File: config.mk
export PLATFORM = sky130hd
export DESIGN_NAME = sha256_msg_ctrl_flat
export DESIGN_NICKNAME = d
export VERILOG_FILES = /design/src/rtl/sha256_msg_ctrl_if.sv /design/src/rtl/sha256_msg_ctrl.sv /design/src/flat_wrapper.sv
export SDC_FILE = /design/constraint.sdc
export NUM_CORES = 1
export LEC_CHECK = 0
export BUFFER_PORTS_ARGS = -buffer_cell sky130_fd_sc_hd__clkbuf_2
export CAP_MARGIN = 20
export CELL_PAD_IN_SITES_DETAIL_PLACEMENT = 0
export CELL_PAD_IN_SITES_GLOBAL_PLACEMENT = 1
export CORE_ASPECT_RATIO = 0.6
export CORE_UTILIZATION = 35
export CTS_BUF_LIST = sky130_fd_sc_hd__clkbuf_4 sky130_fd_sc_hd__clkbuf_8
export DETAILED_ROUTE_END_ITERATION = 6
export HOLD_SLACK_MARGIN = 0.06
export PLACE_DENSITY_LB_ADDON = 0.1
export SLEW_MARGIN = 20
export SYNTH_ARGS = -nofsm -noshare
export SYNTH_HDL_FRONTEND = slang
export SYNTH_SLANG_ARGS = --single-unit
File: constraint.sdc
create_clock -name clk -period 6.9 [get_ports clk]
set_clock_uncertainty 0.05 [all_clocks]
set_input_delay 1.38 -clock clk [delete_from_list [all_inputs] [get_ports clk]]
set_output_delay 1.38 -clock clk [all_outputs]
set_load 0.05 [all_outputs]
File: src/rtl/sha256_msg_ctrl_if.sv
// rtl/sha256_msg_ctrl_if.sv - host and sha256_update signal bundle for sha256_msg_ctrl
//
// Purpose: groups the host command/stream signals and the sha256_update
// control/data signals of sha256_msg_ctrl into a single interface.
// Ports (slave = controller side):
//   host   : start, msg_size[63:0], s_data[31:0], s_valid -> ctrl
//            s_ready, busy, digest_valid, error           <- ctrl
//   update : upd_block_offset[3:0], upd_done             -> ctrl
//            upd_reset, upd_en, upd_update, upd_msg_size[63:0], upd_w[31:0] <- ctrl
interface sha256_msg_ctrl_if;
   logic        start;
   logic [63:0] msg_size;
   logic [31:0] s_data;
   logic        s_valid;
   logic        s_ready;
   logic        busy;
   logic        digest_valid;
   logic        error;
   logic        upd_reset;
   logic        upd_en;
   logic        upd_update;
   logic [63:0] upd_msg_size;
   logic [31:0] upd_w;
   logic [3:0]  upd_block_offset;
   logic        upd_done;

   modport slave (
      input  start, msg_size, s_data, s_valid, upd_block_offset, upd_done,
      output s_ready, busy, digest_valid, error,
             upd_reset, upd_en, upd_update, upd_msg_size, upd_w
   );

   modport master (
      output start, msg_size, s_data, s_valid, upd_block_offset, upd_done,
      input  s_ready, busy, digest_valid, error,
             upd_reset, upd_en, upd_update, upd_msg_size, upd_w
   );
endinterface

File: src/rtl/sha256_msg_ctrl.sv
// rtl/sha256_msg_ctrl.sv - host-side message sequencer for sha256_update
//
// Purpose: counts message words, stages each 512-bit block in a 16-word
// buffer served through a registered read port, issues one update per data
// block, waits for done with a watchdog, and flags digest_valid at the end.
// Ports:
//   clk   : single clock, rising edge
//   reset : asynchronous, active-high; clears all state
//   bus   : sha256_msg_ctrl_if.slave (host stream + sha256_update control)
module sha256_msg_ctrl #(
   parameter int TIMEOUT_CYCLES = 512,
   parameter int TO_W           = 10
) (
   input  logic              clk,
   input  logic              reset,
   sha256_msg_ctrl_if.slave  bus
);

   typedef enum logic [6:0] {
      S_IDLE   = 7'b0000001,
      S_CLEAR  = 7'b0000010,
      S_FILL   = 7'b0000100,
      S_UPDATE = 7'b0001000,
      S_WAIT   = 7'b0010000,
      S_DONE   = 7'b0100000,
      S_ERR    = 7'b1000000
   } state_t;

   state_t          r_state;
   state_t          w_next;

   logic [31:0]     r_buf [16];
   logic [4:0]      r_fill_idx;
   logic [58:0]     r_words_left;
   logic [TO_W-1:0] r_watchdog;
   logic [63:0]     r_msg_size;
   logic [31:0]     r_upd_w;

   logic            w_s_ready;
   logic            w_busy;
   logic            w_digest_valid;
   logic            w_error;
   logic            w_clear;
   logic            w_upd_en;
   logic            w_upd_update;
   logic            w_start_ok;
   logic            w_accept;
   logic            w_words_zero;
   logic            w_fill_full;
   logic            w_wd_expired;
   logic [58:0]     w_words_init;

   // ceil(msg_size/32) without a 65-bit adder: whole words plus one if a
   // partial word remains.
   assign w_words_init = bus.msg_size[63:5] + 59'(|bus.msg_size[4:0]);

   assign w_words_zero = (r_words_left == 59'd0);
   assign w_fill_full  = (r_fill_idx == 5'd16);
   assign w_wd_expired = (r_watchdog == TO_W'(TIMEOUT_CYCLES - 1));
   assign w_start_ok   = bus.start &
                         ((r_state == S_IDLE) | (r_state == S_DONE) | (r_state == S_ERR));
   assign w_accept     = bus.s_valid & w_s_ready;

   always_ff @(posedge clk or posedge reset) begin
      if (reset) r_state <= S_IDLE;
      else       r_state <= w_next;
   end

   always_comb begin
      w_next         = r_state;
      w_s_ready      = 1'b0;
      w_busy         = 1'b1;
      w_digest_valid = 1'b0;
      w_error        = 1'b0;
      w_clear        = 1'b0;
      w_upd_en       = 1'b0;
      w_upd_update   = 1'b0;
      unique case (r_state)
         S_IDLE: begin
            w_busy = 1'b0;
            if (w_start_ok) w_next = S_CLEAR;
         end
         S_CLEAR: begin
            w_clear = 1'b1;
            w_next  = S_FILL;
         end
         S_FILL: begin
            w_upd_en  = 1'b1;
            w_s_ready = ~w_fill_full & ~w_words_zero;
            if (w_fill_full | w_words_zero) w_next = S_UPDATE;
         end
         S_UPDATE: begin
            w_upd_en     = 1'b1;
            w_upd_update = 1'b1;
            w_next       = S_WAIT;
         end
         S_WAIT: begin
            w_upd_en = 1'b1;
            if (bus.upd_done) w_next = w_words_zero ? S_DONE : S_FILL;
            else if (w_wd_expired) w_next = S_ERR;
         end
         S_DONE: begin
            w_busy         = 1'b0;
            w_digest_valid = 1'b1;
            if (w_start_ok) w_next = S_CLEAR;
         end
         S_ERR: begin
            w_busy  = 1'b0;
            w_error = 1'b1;
            if (w_start_ok) w_next = S_CLEAR;
         end
         default: w_next = S_IDLE;
      endcase
   end

   always_ff @(posedge clk or posedge reset) begin
      if (reset) begin
         r_fill_idx   <= 5'd0;
         r_words_left <= 59'd0;
         r_watchdog   <= '0;
         r_msg_size   <= 64'd0;
         r_upd_w      <= 32'd0;
      end else begin
         r_upd_w <= r_buf[bus.upd_block_offset];
         if (w_start_ok) begin
            r_words_left <= w_words_init;
            r_msg_size   <= bus.msg_size;
         end
         if (r_state == S_CLEAR) r_fill_idx <= 5'd0;
         if (w_accept) begin
            r_fill_idx   <= r_fill_idx + 5'd1;
            r_words_left <= r_words_left - 59'd1;
         end
         // Next block of a multi-block message starts filling from entry 0.
         if ((r_state == S_WAIT) & bus.upd_done & ~w_words_zero) r_fill_idx <= 5'd0;
         if (r_state == S_UPDATE)    r_watchdog <= '0;
         else if (r_state == S_WAIT) r_watchdog <= r_watchdog + 1'b1;
      end
   end

   // Buffer has no reset; stale entries of a short block are masked by the padder.
   always_ff @(posedge clk) begin
      if (w_accept) r_buf[r_fill_idx[3:0]] <= bus.s_data;
   end

   assign bus.s_ready      = w_s_ready;
   assign bus.busy         = w_busy;
   assign bus.digest_valid = w_digest_valid;
   assign bus.error        = w_error;
   // Reset also drives upd_reset so sha256_update is held cleared alongside us.
   assign bus.upd_reset    = reset | w_clear;
   assign bus.upd_en       = w_upd_en;
   assign bus.upd_update   = w_upd_update;
   assign bus.upd_msg_size = r_msg_size;
   assign bus.upd_w        = r_upd_w;

endmodule
File: src/flat_wrapper.sv
// flat-port wrapper written by rule: the top's interface ports become plain ports
module sha256_msg_ctrl_flat 
#(
   parameter int TIMEOUT_CYCLES = 512,
   parameter int TO_W           = 10
)
  (clk, reset, bus_start, bus_msg_size, bus_s_data, bus_s_valid, bus_upd_block_offset, bus_upd_done, bus_s_ready, bus_busy, bus_digest_valid, bus_error, bus_upd_reset, bus_upd_en, bus_upd_update, bus_upd_msg_size, bus_upd_w);
  sha256_msg_ctrl_if bus_i ();
  input  logic clk;
  input  logic reset;
  input wire logic [$bits(bus_i.start)-1:0] bus_start;
  input wire logic [$bits(bus_i.msg_size)-1:0] bus_msg_size;
  input wire logic [$bits(bus_i.s_data)-1:0] bus_s_data;
  input wire logic [$bits(bus_i.s_valid)-1:0] bus_s_valid;
  input wire logic [$bits(bus_i.upd_block_offset)-1:0] bus_upd_block_offset;
  input wire logic [$bits(bus_i.upd_done)-1:0] bus_upd_done;
  output wire logic [$bits(bus_i.s_ready)-1:0] bus_s_ready;
  output wire logic [$bits(bus_i.busy)-1:0] bus_busy;
  output wire logic [$bits(bus_i.digest_valid)-1:0] bus_digest_valid;
  output wire logic [$bits(bus_i.error)-1:0] bus_error;
  output wire logic [$bits(bus_i.upd_reset)-1:0] bus_upd_reset;
  output wire logic [$bits(bus_i.upd_en)-1:0] bus_upd_en;
  output wire logic [$bits(bus_i.upd_update)-1:0] bus_upd_update;
  output wire logic [$bits(bus_i.upd_msg_size)-1:0] bus_upd_msg_size;
  output wire logic [$bits(bus_i.upd_w)-1:0] bus_upd_w;
  assign bus_i.start = bus_start;
  assign bus_i.msg_size = bus_msg_size;
  assign bus_i.s_data = bus_s_data;
  assign bus_i.s_valid = bus_s_valid;
  assign bus_i.upd_block_offset = bus_upd_block_offset;
  assign bus_i.upd_done = bus_upd_done;
  assign bus_s_ready = bus_i.s_ready;
  assign bus_busy = bus_i.busy;
  assign bus_digest_valid = bus_i.digest_valid;
  assign bus_error = bus_i.error;
  assign bus_upd_reset = bus_i.upd_reset;
  assign bus_upd_en = bus_i.upd_en;
  assign bus_upd_update = bus_i.upd_update;
  assign bus_upd_msg_size = bus_i.upd_msg_size;
  assign bus_upd_w = bus_i.upd_w;
  sha256_msg_ctrl #(.TIMEOUT_CYCLES(TIMEOUT_CYCLES), .TO_W(TO_W)) u_core (.clk(clk), .reset(reset), .bus(bus_i));
endmodule
==> implementation parameters, run 1 <==
Parameter                              Value

Finish
  Leading cell type in the layout, fill and taps excluded    sky130_fd_sc_hd__edfxtp_1
  Finished Core Util    0.413
  Layout overhead on the synthesized area    16.5%
  Register cell area after layout    19800 µm²
  Most used cells in the layout excluding fill and tap cells    sky130_fd_sc_hd__edfxtp_1 (512), sky130_fd_sc_hd__nand2_1 (284), sky130_fd_sc_hd__clkbuf_2 (205), sky130_fd_sc_hd__dfrtp_1 (176), sky130_fd_sc_hd__mux4_2 (160)
  Fillers    7354
  Footprint of the multi-input gates    8180 µm²
  Cell area after layout    32900 µm²
  Non-filler cells, final    3180
  Final layout net count    2133
  Layout cells sized above 1    0.298

Route
  Metal-1 WL    37500 µm
  Final Routed Wirelength    76400 µm
  Vias per inst    5.24
  DR pass1 iterations    5
  Number of violations reported at the end of detailed-routing iteration 0    1518
  Uppermost layer routed    met5
  Average wire length per cell after detail routing    24.0 µm
  Antenna-violating nets left    0
  Metal3 WL    4760 µm
  DRC viols    0
  Via total after detailed routing    16700
  Detailed route wirelength on metal2    32800 µm

Critical path
  Critical Path End Type    output port
  Slowest cell on the critical path    sky130_fd_sc_hd__nand4_1
  Endpoint required time on the critical path    5.47 ns
  Worst-path fanout max    7
  CP Data Arrival Time    3.57 ns
  Buffering stage count on the worst path with inverters included    2
  Kind of critical path    reg -> out
  Critical path startpoint category    flop
  Worst path top cell family by delay    simple AND/OR/NAND/NOR gates
  CP Cell Sequence    nor4_2 -> nand4_1 -> nor3_2 -> nand2_1 -> nand3_1 -> inv_1 -> clkbuf_2
  Max incr delay on CP    0.57 ns

Synth
  Count of distinct cell types in the synthesized netlist    70
  Area fraction in and, or, nand and nor cells after synthesis    0.0949
  Mean Syn Cell Area    16.2 µm²
  Post-Synth Adder-Cell Area    0.00398
  Part of the Yosys area used for sequential elements    0.701
  XOR/XNOR share of the synthesized area    0.0198
  Cell area after synthesis    28300 µm²
  Mapped Cells    1746
  Total of warnings raised by yosys    0
  Proportion of synthesized area in mux cells    0.130
  Synth Area in Compound Gates    0.0365
  Post-synth net total    1860
  Largest family of logic cells by synthesized area    multiplexers
  Count of flip-flops with a built-in enable after synthesis    512
  Fraction of registers with async set or reset after synthesis    0.257
  Synth Register Bits    689
  Most used DFF post-synth    sky130_fd_sc_hd__edfxtp_1

Clock network
  TritonCTS buffer count    107
  Number of buffers added for setup after CTS    0
  Largest buffer count on any clock path    3
  Buffer cell driving the clock tree root    sky130_fd_sc_hd__clkbuf_8
  CTS hold repair buffers    0
  Quantity of gates resized following cts    0
  Clock-pin slew on the worst setup and hold paths    0.06 ns
  Clock latency on the worst-skew pair    0.76 ns
  Clock sinks    689
  Max H-tree Level    3
  Clock tree from TritonCTS    done

Power
  Switching share of power    0.331
  Overall power consumption    11.1 mW
  Clock power frac    0.321
  Worst VDD drop    0.000184 V
  Portion of total power attributed to sequential cells    0.469
  Ratio of total power to cell area    337 nW/µm²
  Leak    11.7 nW
  Switch Pwr    3.68 mW
  Design internal power    7.43 mW
  Part of the power in combinational logic    0.209

Timing
  Fin crit share    0.725
  Highest attainable clock frequency    200 MHz
  Final setup viols    0
  Worst Tran Pin Value    1.09 ns
  Final Hold Slack    0.425 ns
  Slew margin rel.    0.272
  Final-report max-slew violation count    0
  Final Hold Violating Endpoints    0
  Final critical delay including setup and external delays    5.00 ns
  Crit path setup slack, layout    1.90 ns
  Unrepaired setup endpoints after global routing    false
  Setup total negative slack    0 ns

GRT
  Wire length of the first global-routing pass    113000 µm
  Initial antenna violation count    4
  Total gr overflow    0
  Vias in the first global route    16900
  Overall fraction of global-route tracks in use    0.188
  Largest net degree at the start of global routing    72

Placement
  Placement-stage cell area    30700 µm²
  Place WS    2.41 ns
  Placed insts    2976
  Sum of net half-perimeters after detailed placement    44700 µm
  Weighted congestion at the end of routability-driven global placement    0.803
  Count of input and output buffers    207

Run status
  Status    complete, no violations

Floorplan
  Boundary pin count    208
  Full die area    81900 µm²
  Core Box Area    79700 µm²
  Floorplan row count    80
  Height of the die    222 µm
  Initial core utilization    0.355
  Die span in x    369 µm

Min path
  Kind of path behind the tightest hold check    reg -> reg

Job
  Max capacitance violation total    0
==> routing by layer <==
metal / up-vias / track usage
met5: - / 0
met4: 4 / 0.0493
met3: 117 / 0.0420
met2: 481 / 0.266
met1: 8682 / 0.289
li1: 7368 / -
==> synth_stat cells, types with 4 or more instances <==
| master | n | area, µm² |
|---|---|---|
| sky130_fd_sc_hd__nor4_1 | 20 | 125 |
| sky130_fd_sc_hd__or4_1 | 8 | 60.1 |
| sky130_fd_sc_hd__buf_1 | 15 | 56.3 |
| sky130_fd_sc_hd__xor2_1 | 37 | 324 |
| sky130_fd_sc_hd__nand3b_1 | 4 | 30.0 |
| sky130_fd_sc_hd__a211oi_1 | 8 | 60.1 |
| sky130_fd_sc_hd__clkbuf_1 | 52 | 195 |
| sky130_fd_sc_hd__nor3_1 | 31 | 155 |
| sky130_fd_sc_hd__o21ai_0 | 19 | 95.1 |
| sky130_fd_sc_hd__o22ai_1 | 8 | 50.1 |
| sky130_fd_sc_hd__xnor2_1 | 27 | 236 |
| sky130_fd_sc_hd__o21ai_1 | 5 | 25.0 |
| sky130_fd_sc_hd__nor2_1 | 96 | 360 |
| sky130_fd_sc_hd__a21oi_1 | 33 | 165 |
| sky130_fd_sc_hd__or3_1 | 14 | 87.6 |
| sky130_fd_sc_hd__buf_2 | 6 | 30.0 |
| sky130_fd_sc_hd__o311ai_0 | 6 | 52.6 |
| sky130_fd_sc_hd__o31ai_1 | 7 | 52.6 |
| sky130_fd_sc_hd__mux4_2 | 160 | 3600 |
| sky130_fd_sc_hd__nor4_2 | 5 | 62.6 |
| sky130_fd_sc_hd__inv_1 | 18 | 67.6 |
| sky130_fd_sc_hd__ha_1 | 9 | 113 |
| sky130_fd_sc_hd__nand2b_1 | 7 | 43.8 |
| sky130_fd_sc_hd__edfxtp_1 | 512 | 15400 |
| sky130_fd_sc_hd__nand3_1 | 40 | 200 |
| sky130_fd_sc_hd__nand2_1 | 284 | 1070 |
| sky130_fd_sc_hd__nand4_1 | 25 | 156 |
| sky130_fd_sc_hd__o211ai_1 | 15 | 113 |
| sky130_fd_sc_hd__buf_6 | 4 | 45.0 |
| sky130_fd_sc_hd__a311oi_1 | 12 | 105 |
| sky130_fd_sc_hd__and3_1 | 12 | 75.1 |
| sky130_fd_sc_hd__and4_1 | 4 | 35.0 |
| sky130_fd_sc_hd__o221ai_1 | 6 | 52.6 |
| sky130_fd_sc_hd__dfrtp_1 | 176 | 4400 |
==> final cells by class <==
cell class,count,share of cell area
Sequential cell,689,0.601
Tap cell,1066,0.0405
Antenna cell,3,0.000228
Clock buffer,166,0.0608
Clock inverter,35,0.00669
Timing Repair Buffer,242,0.0398
Inverter,18,0.00220
Multi-Input combinational cell,961,0.248
==> state kept, by name (all words and copies together), names as in the netlist <==
name                     cells
u_core.r_buf               512
u_core.bus.upd_msg_size     64
u_core.r_words_left         59
u_core.bus.upd_w            32
u_core.r_watchdog           10
u_core.r_state               7
u_core.r_fill_idx            5
==> logic make-up after synthesis <==
| family | Yosys count |
|---|---|
| muxes | 166 |
| AOI/OAI and AO/OA | 149 |
| adders and majority gates | 9 |
| and+or+nand+nor | 573 |
| buffers and inverters | 96 |
| xor gates and xnor gates | 64 |
| DFF | 689 |
==> final timing paths <==
path	end	slack [ns]	cells past startpoint	startpoint
setup reg to reg	u_core.r_words_left[27]$_DFFE_PP0P_	2.63	7	u_core.r_words_left[7]$_DFFE_PP0P_
hold / removal	u_core.bus.upd_msg_size[42]$_DFFE_PP0P_	0.42	2	u_core.bus.upd_msg_size[42]$_DFFE_PP0P_
hold reg to reg	u_core.bus.upd_msg_size[42]$_DFFE_PP0P_	0.42	2	u_core.bus.upd_msg_size[42]$_DFFE_PP0P_
setup / recovery	bus_s_ready	1.90	7	u_core.r_words_left[7]$_DFFE_PP0P_
max in group asynchronous	u_core.bus.upd_w[16]$_DFF_PP0_	3.96	5	reset
min in group asynchronous	u_core.bus.upd_msg_size[20]$_DFFE_PP0P_	0.86	3	reset
==> worst register-to-register path, cell delays in order (launching register included) <==
cell and delay [ns]:
sky130_fd_sc_hd__dfrtp_1 0.44, sky130_fd_sc_hd__nor4_2 0.56, sky130_fd_sc_hd__nand4_1 0.57, sky130_fd_sc_hd__nor3_2 0.56, sky130_fd_sc_hd__a21o_2 0.65, sky130_fd_sc_hd__nand2_1 0.80, sky130_fd_sc_hd__a21oi_1 0.38, sky130_fd_sc_hd__a221oi_1 0.07
==> power groups by stage <==
stage	clock network [mW]	logic (mW)	registers, mW
6_report	3.57	2.32	5.22
3_5_place_dp	0	2.35	5.29
2_1_floorplan	0	1.01	5.90
3_3_place_gp	0	2.32	5.28
4_1_cts	3.69	2.35	5.21
5_1_grt	3.86	2.53	5.27
Note: power is estimated with default switching activity, not from simulation.
==> run 2, diff against run 1 <==
Clock period 6.9 ns to 4.6 ns, I/O delays scaled along.
==> run 2 against run 1 <==
Compared with the run above: cell count about the same; utilization fell by 0.053 points; register-to-register slack lost 1.6 ns; critical endpoint unchanged; highest routed layer unchanged.
==> implementation parameters, run 2 (same netlist as run 1, synthesis figures left out) <==
Parameter                              Value

GRT
  Largest net degree at the start of global routing    90
  Overall fraction of global-route tracks in use    0.188
  Vias in the first global route    16700
  Initial antenna violation count    8
  Wire length of the first global-routing pass    113000 µm
  Total gr overflow    0

Power
  Worst VDD drop    0.000267 V
  Ratio of total power to cell area    497 nW/µm²
  Leak    11.7 nW

Finish
  Max reg flops    512
  Final layout net count    2140
  Register cell area after layout    19800 µm²
  Layout cells sized above 1    0.296
  Non-filler cells, final    3182
  Fillers    7393
  Leading cell type in the layout, fill and taps excluded    sky130_fd_sc_hd__edfxtp_1
  Most used cells in the layout excluding fill and tap cells    sky130_fd_sc_hd__edfxtp_1 (512), sky130_fd_sc_hd__nand2_1 (284), sky130_fd_sc_hd__clkbuf_2 (204), sky130_fd_sc_hd__dfrtp_1 (176), sky130_fd_sc_hd__mux4_2 (160)
  Layout overhead on the synthesized area    16.4%
  Footprint of the multi-input gates    8200 µm²

Placement
  Count of input and output buffers    207
  Place WS    0.565 ns
  Weighted congestion at the end of routability-driven global placement    0.818
  Sum of net half-perimeters after detailed placement    44900 µm
  Placed insts    2985

Timing
  Highest attainable clock frequency    231 MHz
  Crit path setup slack, layout    0.267 ns
  Final critical delay including setup and external delays    4.33 ns
  Setup total negative slack    0 ns
  Fin crit share    0.942
  Final Hold Violating Endpoints    0
  Slew margin rel.    0.315
  Final setup viols    0
  Final-report max-slew violation count    0
  Final Hold Slack    0.332 ns
  Unrepaired setup endpoints after global routing    false
  Worst Tran Pin Value    1.03 ns

Job
  Max capacitance violation total    0

Clock network
  Max H-tree Level    3
  Clock tree from TritonCTS    done
  CTS hold repair buffers    0
  Buffer cell driving the clock tree root    sky130_fd_sc_hd__clkbuf_8
  Clock sinks    689
  TritonCTS buffer count    105
  Clock latency on the worst-skew pair    0.76 ns
  Clock-pin slew on the worst setup and hold paths    0.06 ns
  Largest buffer count on any clock path    3
  Number of buffers added for setup after CTS    0

Critical path
  Endpoint required time on the critical path    3.63 ns
  Depth of the most critical reg-to-reg path    8
  Critical path startpoint category    flop
  Slowest cell on the critical path    sky130_fd_sc_hd__nor4_2
  Register-to-Register Setup Slack    1.06 ns
  Max incr delay on CP    0.49 ns
  Worst reg2reg path startpoint    u_core.r_words_left[23]$_DFFE_PP0P_
  Worst setup path startpoint    u_core.r_words_left[7]$_DFFE_PP0P_
  Worst-path fanout max    7
  Endpoint of the worst-slack reg-to-reg timing path    u_core.r_words_left[53]$_DFFE_PP0P_
  Worst path top cell family by delay    simple AND/OR/NAND/NOR gates
  CP Data Arrival Time    3.36 ns
  CP Cell Sequence    nor4_2 -> nand4_1 -> nor3_4 -> nand2_1 -> nand3_1 -> inv_1 -> clkbuf_2
  Kind of critical path    reg -> out
  Critical Path End Type    output port
  Buffering stage count on the worst path with inverters included    2

Floorplan
  Boundary pin count    208
  Full die area    81900 µm²
  Floorplan row count    80
  Initial core utilization    0.355
  Height of the die    222 µm
  Die span in x    369 µm
  Core Box Area    79700 µm²

Route
  Final Routed Wirelength    76500 µm
  Via total after detailed routing    16500
  DRC viols    0
  Vias per inst    5.18
  Average wire length per cell after detail routing    24.1 µm
  Antenna-violating nets left    0
  Number of violations reported at the end of detailed-routing iteration 0    1377
  DR pass1 iterations    5

Min path
  Worst Hold Launch    bus_msg_size[5]
  Worst Hold Path Cells    3
  Worst hold path endpoint    u_core.bus.upd_msg_size[5]$_DFFE_PP0P_
  Kind of path behind the tightest hold check    in -> reg

Run status
  Status    complete, no violations
-- run 2: how the worst max path moves through the flow --
stage               slack (ns)  cells after the start                                  end
detailed placement        0.57                      8  u_core.r_words_left[55]$_DFFE_PP0P_
global route              0.01                      7                          bus_s_ready
finish                    0.27                      7                          bus_s_ready
floorplan                -0.94                      2                        bus_upd_reset
global placement          0.58                      8  u_core.r_words_left[55]$_DFFE_PP0P_
CTS                       0.09                      7                          bus_s_ready
-- run 2: timing repair --
item,in CTS,in global routing
hold endpoints to repair,0,0
setup endpoints to repair,0,1
resized for setup,0,1
-- run 2: routing by layer --
metal	routed length [µm]	global-route usage
met1	39200	0.302
met2	31800	0.254
met3	4080	0.0414
met4	1360	0.0471
met5	13	0
-- run 2: power by group --
part           total, mW  switching (mW)  internal, mW  leakage [nW]
Clock               5.02            2.45          2.57          1.09
Combinational       3.51            2.52         0.987          3.85
Sequential          7.81           0.503          7.30          6.75
Total               16.3            5.48          10.9          11.7
-- run 2: area by class of cell --
class | instances | share of cell area
clock buffers | 152 | 0.0558
multi-input cells | 961 | 0.249
repair buffers | 251 | 0.0438
flip-flops and latches | 689 | 0.602
well taps | 1066 | 0.0405
diodes | 2 | 0.000152
inverters | 18 | 0.00221
clock inverters | 43 | 0.00624
-- run 2: worst min-delay path, cell delays in order --
cell and delay [ns]:
sky130_fd_sc_hd__clkbuf_2 0.10, sky130_fd_sc_hd__nand2_1 0.05, sky130_fd_sc_hd__nand2_1 0.04
-- run 2: through the flow --
stage | power [mW] | util | cell area, µm²
3_5_place_dp | 11.5 | 0.387 | 30800
6_report | 16.3 | 0.413 | 32900
5_1_grt | 17.2 | 0.413 | 32900
4_1_cts | 16.6 | 0.413 | 32900
2_1_floorplan | 10.4 | - | 28300
3_3_place_gp | 11.4 | 0.387 | 30800
==> run 3, diff against run 2 <==
==> constraint.sdc (replaced) <==
create_clock -name clk -period 4.6 [get_ports clk]
set_clock_uncertainty 0.05 [all_clocks]
set_input_delay 0.46 -clock clk [delete_from_list [all_inputs] [get_ports clk]]
set_output_delay 0.46 -clock clk [all_outputs]
set_load 0.05 [all_outputs]
==> run 3 against run 2 <==
Compared with the run above: sequential share of layout area is 2.0 points lower; critical path type unchanged; highest routed layer unchanged; die area stayed put; hold slack got worse by 0.15 ns; non-clock buffer count increased by 94.
==> implementation parameters, run 3 (same netlist as run 1, synthesis figures left out) <==
Parameter                              Value

Run status
  Status    complete, no violations

Route
  DR pass1 iterations    5
  Number of violations reported at the end of detailed-routing iteration 0    1593
  Final Routed Wirelength    77300 µm
  Vias per inst    5.18
  DRC viols    0
  Antenna-violating nets left    0
  Average wire length per cell after detail routing    23.5 µm
  Via total after detailed routing    17000

Power
  Leak    12.2 nW
  Ratio of total power to cell area    495 nW/µm²
  Overall power consumption    16.9 mW
  Switching share of power    0.332
  Portion of total power attributed to sequential cells    0.464
  Design internal power    11.3 mW
  Worst VDD drop    0.000280 V
  Part of the power in combinational logic    0.212
  Switch Pwr    5.59 mW
  Clock power frac    0.324

Finish
  Max reg flops    512
  Cell area after layout    34100 µm²
  Most used cells in the layout excluding fill and tap cells    sky130_fd_sc_hd__edfxtp_1 (512), sky130_fd_sc_hd__nand2_1 (284), sky130_fd_sc_hd__clkbuf_2 (205), sky130_fd_sc_hd__dfrtp_1 (176), sky130_fd_sc_hd__mux4_2 (160)
  Final layout net count    2236
  Leading cell type in the layout, fill and taps excluded    sky130_fd_sc_hd__edfxtp_1
  Layout overhead on the synthesized area    20.5%
  Layout cells sized above 1    0.281

Clock network
  Quantity of gates resized following cts    0
  Buffer cell driving the clock tree root    sky130_fd_sc_hd__clkbuf_8
  Clock latency on the worst-skew pair    0.76 ns
  Max H-tree Level    3
  Clock-pin slew on the worst setup and hold paths    0.06 ns
  Clock tree from TritonCTS    done
  Number of buffers added for setup after CTS    0
  Largest buffer count on any clock path    3
  TritonCTS buffer count    107
  Clock sinks    689

Critical path
  CP Cell Sequence    nor4_1 -> nand3b_1 -> nor4_4 -> nand2_1 -> nand3_1 -> inv_1 -> clkbuf_2
  Worst-path fanout max    8
  Buffering stage count on the worst path with inverters included    2
  Worst path top cell family by delay    simple AND/OR/NAND/NOR gates
  CP Data Arrival Time    3.59 ns
  Kind of critical path    reg -> out
  Max incr delay on CP    0.58 ns
  Critical path startpoint category    flop
  Endpoint required time on the critical path    4.09 ns
  Slowest cell on the critical path    sky130_fd_sc_hd__nor4_4
  Critical Path End Type    output port

Timing
  Final critical delay including setup and external delays    4.10 ns
  Worst Tran Pin Value    1.00 ns
  Unrepaired setup endpoints after global routing    false
  Setup total negative slack    0 ns
  Crit path setup slack, layout    0.500 ns
  Slew margin rel.    0.332
  Final-report max-slew violation count    0
  Final Hold Violating Endpoints    0
  Final setup viols    0
  Highest attainable clock frequency    244 MHz
  Fin crit share    0.891

Job
  Max capacitance violation total    0

Floorplan
  Full die area    81900 µm²
  Floorplan row count    80
  Die span in x    369 µm
  Boundary pin count    208
  Initial core utilization    0.355
  Core Box Area    79700 µm²
  Height of the die    222 µm

GRT
  Initial antenna violation count    5
  Total gr overflow    0
  Vias in the first global route    17200
  Wire length of the first global-routing pass    114000 µm
  Largest net degree at the start of global routing    88
  Overall fraction of global-route tracks in use    0.190

Placement
  Placement-stage cell area    30800 µm²
  Weighted congestion at the end of routability-driven global placement    0.795
  Sum of net half-perimeters after detailed placement    44300 µm
  Place WS    1.07 ns
  Count of input and output buffers    207

Min path
  Kind of path behind the tightest hold check    in -> reg
==> run 3: cell types whose count changed in the layout (fill, tap and decap cells not counted), moves of 2 or more <==
cell,change
sky130_fd_sc_hd__clkbuf_4,-8
sky130_fd_sc_hd__bufinv_16,+7
sky130_fd_sc_hd__diode_2,+2
sky130_fd_sc_hd__clkinv_1,+4
sky130_fd_sc_hd__dlygate4sd3_1,+99
sky130_fd_sc_hd__buf_4,-4
sky130_fd_sc_hd__clkinv_8,+2
==> run 3: metrics by stage <==
stage / instances / hold WS (ns) / util
floorplan: 1746 / 0.400 / -
global placement: 2980 / 0.407 / 0.386
detailed placement: 2980 / 0.412 / 0.386
CTS: 3281 / 0.0616 / 0.427
global route: 3283 / 0.129 / 0.427
finish: 3285 / 0.182 / 0.427
==> run 3: path summary, 6_finish.rpt <==
kind / from / endpoint / slack, ns / cells past startpoint
setup / recovery: u_core.r_words_left[23]$_DFFE_PP0P_ / bus_s_ready / 0.50 / 7
hold / removal: bus_start / u_core.r_state[3]$_DFFE_PP0P_ / 0.18 / 3
setup reg to reg: u_core.r_words_left[23]$_DFFE_PP0P_ / u_core.r_words_left[56]$_DFFE_PP0P_ / 1.14 / 8
hold reg to reg: u_core.bus.upd_msg_size[61]$_DFFE_PP0P_ / u_core.bus.upd_msg_size[61]$_DFFE_PP0P_ / 0.42 / 2
max in group asynchronous: reset / u_core.bus.upd_w[4]$_DFF_PP0_ / 2.59 / 5
min in group asynchronous: reset / u_core.bus.upd_w[18]$_DFF_PP0_ / 0.57 / 4
==> run 3: worst reg2reg max path, delay by kind of cell, from the launching register on <==
kind | cells | cell delay [ns]
buffers and inverters | 1 | 0.30
and+or+nand+nor | 4 | 2.18
AOI/OAI and AO/OA | 3 | 0.41
DFF | 1 | 0.43
==> run 3: power groups by stage <==
stage               Combinational [mW]  Clock [mW]  Sequential, mW
floorplan                         1.52           0            8.85
global placement                  3.49           0            7.92
detailed placement                3.52           0            7.93
CTS                               3.60        5.67            7.82
global route                      3.87        5.92            7.91
finish                            3.57        5.47            7.82
==> run 3: timing repair <==
item / in CTS / in global routing
endpoints found under the hold margin: 745 / 0
hold buffers: 99 / 0
endpoints found under the setup margin: 0 / 0
==> run 3: final cells by class <==
| class | instances | area [µm²] |
|---|---|---|
| Fill cell | 7259 | 45600 |
| Sequential cell | 689 | 19800 |
| Multi-Input combinational cell | 961 | 8180 |
| Timing Repair Buffer | 345 | 2380 |
| Clock buffer | 145 | 1790 |
| Tap cell | 1066 | 1330 |
| Clock inverter | 57 | 475 |
| Inverter | 18 | 72.6 |
| Antenna cell | 4 | 10.0 |
==> run 3: metal layers <==
layer / track usage / up-vias / routed length, µm
li1: - / 7579 / -
met1: 0.300 / 8870 / 39100
met2: 0.262 / 433 / 32700
met3: 0.0419 / 114 / 4030
met4: 0.0466 / 6 / 1380
met5: 0 / - / 35
